===== src/rtl/vedic_multiplier_pipe.sv =====
// rtl/vedic_multiplier_pipe.sv - pipelined Urdhva-Tiryagbhyam multiplier with signed/unsigned mode and valid/ready flow
module vedic_multiplier_pipe #(
    parameter int WIDTH = 8
) (
    input  logic                 clk,
    input  logic                 rst_n,
    input  logic                 in_valid,
    output logic                 in_ready,
    input  logic [WIDTH-1:0]     a,
    input  logic [WIDTH-1:0]     b,
    input  logic                 is_signed,
    output logic                 out_valid,
    input  logic                 out_ready,
    output logic [2*WIDTH-1:0]   product
);

    // One register stage per doubling of operand width: 2x2 leaves, then log2(WIDTH)-1 merges.
    localparam int LAT = $clog2(WIDTH);

    if (WIDTH < 4 || WIDTH > 32 || (WIDTH & (WIDTH - 1)) != 0) begin : g_bad_width
        $error("vedic_multiplier_pipe: WIDTH must be a power of two between 4 and 32");
    end

    // 2x2 Vedic cell: vertical, crosswise, vertical.
    function automatic logic [3:0] vedic2x2(input logic [1:0] x, input logic [1:0] y);
        logic cross_lo;
        logic cross_hi;
        logic top;
        logic carry;
        cross_lo = x[1] & y[0];
        cross_hi = x[0] & y[1];
        top      = x[1] & y[1];
        carry    = cross_lo & cross_hi;
        return {top & carry, top ^ carry, cross_lo ^ cross_hi, x[0] & y[0]};
    endfunction

    logic             adv;
    logic             take;
    logic             init_q;
    logic [LAT:1]     vld_q;
    logic [LAT:1]     vld_d;
    logic [LAT-1:1]   neg_q;
    logic [LAT-1:1]   neg_d;
    logic [WIDTH-1:0] mag_a;
    logic [WIDTH-1:0] mag_b;
    logic             neg_in;

    // Global stall: the whole pipe moves only when the output slot is free or being drained.
    assign adv       = !out_valid || out_ready;
    assign in_ready  = adv && init_q;
    assign take      = in_valid && in_ready;
    assign out_valid = vld_q[LAT];

    // Magnitudes and result sign; |-2^(WIDTH-1)| still fits as an unsigned WIDTH-bit value.
    always_comb begin
        mag_a  = a;
        mag_b  = b;
        neg_in = 1'b0;
        if (is_signed) begin
            if (a[WIDTH-1]) mag_a = -a;
            if (b[WIDTH-1]) mag_b = -b;
            neg_in = a[WIDTH-1] ^ b[WIDTH-1];
        end
    end

    // Next-state of the valid and sign shift chains.
    always_comb begin
        vld_d    = '0;
        neg_d    = '0;
        vld_d[1] = take;
        neg_d[1] = neg_in;
        for (int k = 2; k <= LAT; k++) vld_d[k] = vld_q[k-1];
        for (int k = 2; k < LAT; k++)  neg_d[k] = neg_q[k-1];
    end

    // Valid chain and the post-reset ready qualifier; cleared asynchronously so in-flight work is dropped.
    always_ff @(posedge clk or negedge rst_n) begin
        if (!rst_n) begin
            vld_q  <= '0;
            init_q <= 1'b0;
        end else begin
            init_q <= 1'b1;
            if (adv) vld_q <= vld_d;
        end
    end

    // Sign travels alongside the partial products; it is only meaningful when the matching valid bit is set.
    always_ff @(posedge clk) begin
        if (adv) neg_q <= neg_d;
    end

    for (genvar l = 1; l <= LAT; l++) begin : g_lvl
        localparam int N  = 1 << l;      // operand width of the products held at this level
        localparam int M  = WIDTH / N;   // operand chunks per side
        localparam int PW = 2 * N;       // width of each product at this level

        logic [M*M*PW-1:0] prod_d;
        logic [M*M*PW-1:0] prod_q;

        if (l == 1) begin : g_leaf
            // All 2x2 sub-products; slot i*M+j holds a-chunk i times b-chunk j.
            always_comb begin
                prod_d = '0;
                for (int i = 0; i < M; i++) begin
                    for (int j = 0; j < M; j++) begin
                        prod_d[(i*M+j)*PW +: PW] = vedic2x2(mag_a[2*i +: 2], mag_b[2*j +: 2]);
                    end
                end
            end
        end else begin : g_merge
            localparam int MP = 2 * M;   // chunks per side at the previous level
            // Merge four half-width products: HH<<N + (LH+HL)<<(N/2) + LL, evaluated at full PW width.
            always_comb begin
                prod_d = '0;
                for (int i = 0; i < M; i++) begin
                    for (int j = 0; j < M; j++) begin
                        prod_d[(i*M+j)*PW +: PW] =
                            {g_lvl[l-1].prod_q[((2*i+1)*MP + 2*j+1)*N +: N],
                             g_lvl[l-1].prod_q[((2*i)*MP + 2*j)*N +: N]}
                          + ({{N{1'b0}}, g_lvl[l-1].prod_q[((2*i)*MP + 2*j+1)*N +: N]} << (N/2))
                          + ({{N{1'b0}}, g_lvl[l-1].prod_q[((2*i+1)*MP + 2*j)*N +: N]} << (N/2));
                    end
                end
            end
        end

        if (l == LAT) begin : g_out
            // Output register: applies the sign and is the only data register cleared by reset.
            always_ff @(posedge clk or negedge rst_n) begin
                if (!rst_n) begin
                    prod_q <= '0;
                end else if (adv) begin
                    prod_q <= neg_q[LAT-1] ? -prod_d : prod_d;
                end
            end
        end else begin : g_mid
            // Intermediate partial-product register, loaded in lockstep with the valid chain.
            always_ff @(posedge clk) begin
                if (adv) prod_q <= prod_d;
            end
        end
    end

    assign product = g_lvl[LAT].prod_q;

endmodule


===== config.mk =====
export PLATFORM = sky130hd
export DESIGN_NAME = vedic_multiplier_pipe
export DESIGN_NICKNAME = d
export VERILOG_FILES = /design/src/rtl/vedic_multiplier_pipe.sv
export SDC_FILE = /design/constraint.sdc
export NUM_CORES = 1
export LEC_CHECK = 0
export CORE_MARGIN = 3
export CORE_UTILIZATION = 30
export DETAILED_ROUTE_END_ITERATION = 8
export GPL_TIMING_DRIVEN = 0
export HOLD_SLACK_MARGIN = 0.12
export REMOVE_ABC_BUFFERS = 1
export SETUP_SLACK_MARGIN = 0.3
export SLEW_MARGIN = 20
export SYNTH_ARGS = -nofsm -noshare
export SYNTH_HDL_FRONTEND = slang
export SYNTH_SLANG_ARGS = --single-unit

===== constraint.sdc =====
create_clock -name clk -period 7.2 [get_ports clk]
set_clock_uncertainty 0.15 [all_clocks]
set_input_delay 1.08 -clock clk [delete_from_list [all_inputs] [get_ports clk]]
set_output_delay 1.08 -clock clk [all_outputs]
set_load 0.01 [all_outputs]

==> flow_metrics.env <==
export IMPL_die_w_um=154
export IMPL_overflow=0
export IMPL_syn_area_per_cell_um2=12.1
export IMPL_cts_resized_gates=0
export IMPL_synth_top_area_share_pct=45.1
export IMPL_syn_area_um2=6530
export IMPL_die_area_um2=23600
export IMPL_ys_seq_area_share_pct=52.7
export IMPL_synth_warnings=0
export IMPL_maxCapViolations=0
export IMPL_path_clk_slew_ns=0.05
export IMPL_dpl_hpwl_mm=8.59
export IMPL_fill_cells=2031
export IMPL_antenna_found_initial=0
export IMPL_dp_cells=847
export IMPL_clk_path_buf_depth=2
export IMPL_startpoint="out_ready"
export IMPL_grt_max_degree=62
export IMPL_drt_total_wl_mm=11.8
export IMPL_vias=3950
export IMPL_clk_latency_ns=0.41
export IMPL_avgRoutedWirePerCell_um=13.4
export IMPL_diodes=0
export IMPL_ff_latch_area_um2=3440
export IMPL_outcome="completed"
export IMPL_ys_flop_type="edfxtp_1"
export IMPL_p_leak_nw=3.41
export IMPL_drc_errors=0
export IMPL_crit_type="in2out"
export IMPL_rows=53
export IMPL_synthArstFlopShare_pct=16.9
export IMPL_period_minus_slack_ns=4.45
export IMPL_design_core_area_um2=21200
export IMPL_min_period_over_period_pct=61.9
export IMPL_syn_inst=538
export IMPL_dr_pass1_iters=5
export IMPL_setup_viol=0
export IMPL_cp_max_fo=61
export IMPL_cts_inserted_buffers=17
export IMPL_io_pins=39
export IMPL_cts_setup_buffers=0
export IMPL_drtIter0Drc=247
export IMPL_worst_pin_slew_ns=1.10
export IMPL_yosysUniqueCellTypes=48
export IMPL_place_congestion=0.757
export IMPL_synth_edf_count=98
export IMPL_cts_root_buf="clkbuf_16"
export IMPL_irDropWorstVdd_uv=221
export IMPL_vias_per_cell=4.49
export IMPL_slew_viol_final=0
export IMPL_relSlewSlack_pct=26.3
export IMPL_synth_largest_area_cell="edfxtp_1"
export IMPL_crit_arrival_ns=3.22
export IMPL_worstHoldStart="g_lvl[1].prod_q[41]"
export IMPL_holdBufCountCts=0
export IMPL_synth_area_leaders="edfxtp_1 45%, ha_1 11%, fa_1 8.9%"
export IMPL_setup_tns_ns=0
export IMPL_r2r_start="g_lvl[2].prod_q[5]"
export IMPL_power_density_nw_per_um2=466
export IMPL_fin_cells=879
export IMPL_hp_class="reg2reg"
export IMPL_multi_input_area_um2=2870
export IMPL_power_mw=3.66
export IMPL_crit_required_ns=5.97
export IMPL_syn_to_final_growth_pct=20.1
export IMPL_finalHoldViolCount=0
export IMPL_finish_net_count=700
export IMPL_synth_common_cells="98 x edfxtp_1, 79 x nor2_1, 59 x ha_1"
export IMPL_grt_use_total_pct=10.6
export IMPL_ys_ff_latch=118
export IMPL_cts_sinks=118
export IMPL_portBuffers=38
export IMPL_ant_nets=0
export IMPL_die_h_um=154
export IMPL_endpoint_kind="output pin"
export IMPL_cts_max_level=4
export IMPL_grt_pass1_wl_mm=19.9
export IMPL_yosysMostFrequentCell="edfxtp_1"
export IMPL_start_kind="primary input"
export IMPL_grt_pass1_vias=3983
export IMPL_rsz0062_at_grt="false"
export IMPL_drive_gt1_share_pct=6.62
export IMPL_fmax_mhz=224
export IMPL_initial_core_util_pct=30.8
export IMPL_cts_tree="yes"
==> layer usage <==
layer / track usage, % / vias to the layer above / part of all wire, % / routed length [um]
li1: - / 1980 / - / -
met1: 15.0 / 1875 / 50 / 5910
met2: 15.5 / 87 / 45 / 5280
met3: 2.90 / 8 / 4.4 / 518
met4: 3.99 / 0 / 0.87 / 103
met5: 0 / - / 0 / 0
==> worst max-delay path: stages <==
cell	delay (ns)
clkdlybuf4s50_1	0.41
nor2b_2	0.37
buf_8	0.23
inv_6	0.16
buf_16	0.25
and2_1	0.20
clkdlybuf4s50_1	0.47
==> cell type report <==
class | instances | area share [%]
clock buffers | 17 | 5.42
clock inverters | 15 | 1.75
inverters | 54 | 2.65
multi-input cells | 360 | 36.5
flip-flops and latches | 118 | 43.9
well taps | 275 | 4.39
repair buffers | 40 | 5.39
==> registers in the layout, indices dropped and copies added (netlist names) <==
register,cells
product,16
vld_q,3
init_q,1
g_lvl.prod_q,96
neg_q,2
==> final timing paths <==
path                       depth (start not counted)  slack, ns                   to
max                                                7       2.75             in_ready
min                                                0       0.27  g_lvl[2].prod_q[25]
max reg2reg                                       11       3.66          product[13]
min reg2reg                                        0       0.27  g_lvl[2].prod_q[25]
max in group asynchronous                          1       5.38           product[3]
min in group asynchronous                          1       1.01          product[14]
==> logic make-up (layout without fill, tap and decap cells) <==
logic type	after synthesis	count (layout)	synth area share, %
compound gates	77	77	7.72
xor+xnor	39	39	5.23
fa+ha+maj	88	88	20.2
buf+inv	60	126	3.45
flops	118	118	52.7
mux	5	5	0.785
other cells	1	1	0.0574
simple gates	150	150	9.85
==> cells in the final DEF (no fill, tap or decap), types with 5 or more instances in the layout <==
cell type	netlist	final
edfxtp_1	98	98
nor2_1	79	79
ha_1	59	59
inv_1	52	51
nand2_1	39	39
clkdlybuf4s50_1	0	38
xnor2_1	29	29
fa_1	29	29
a21oi_1	22	22
dfrtp_1	20	20
clkbuf_16	0	17
o21ai_0	15	15
a21o_1	11	11
xor2_1	10	10
nor3_1	8	8
nand2b_1	6	6
a31oi_1	5	5
clkinvlp_4	0	5
==> through the flow <==
step                setup WS (ns)  utilization, %  hold slack, ns  instance area, um^2
finish                       2.75            37.0           0.273                 7850
global route                 2.59            37.0           0.278                 7850
CTS                          2.72            37.0           0.274                 7850
detailed placement           2.73            34.3           0.262                 7280
global placement           -0.556            34.1           0.253                 7230
floorplan                    1.65               -           0.250                 6510
==> power breakdown <==
group	leakage (nW)	total (mW)	switching, mW	internal (mW)
sequential	1.31	1.13	0.114	1.02
combinational	1.84	1.73	0.963	0.772
clock	0.263	0.792	0.290	0.502
total	3.41	3.66	1.37	2.29
Power figures use the tool's default switching activity.
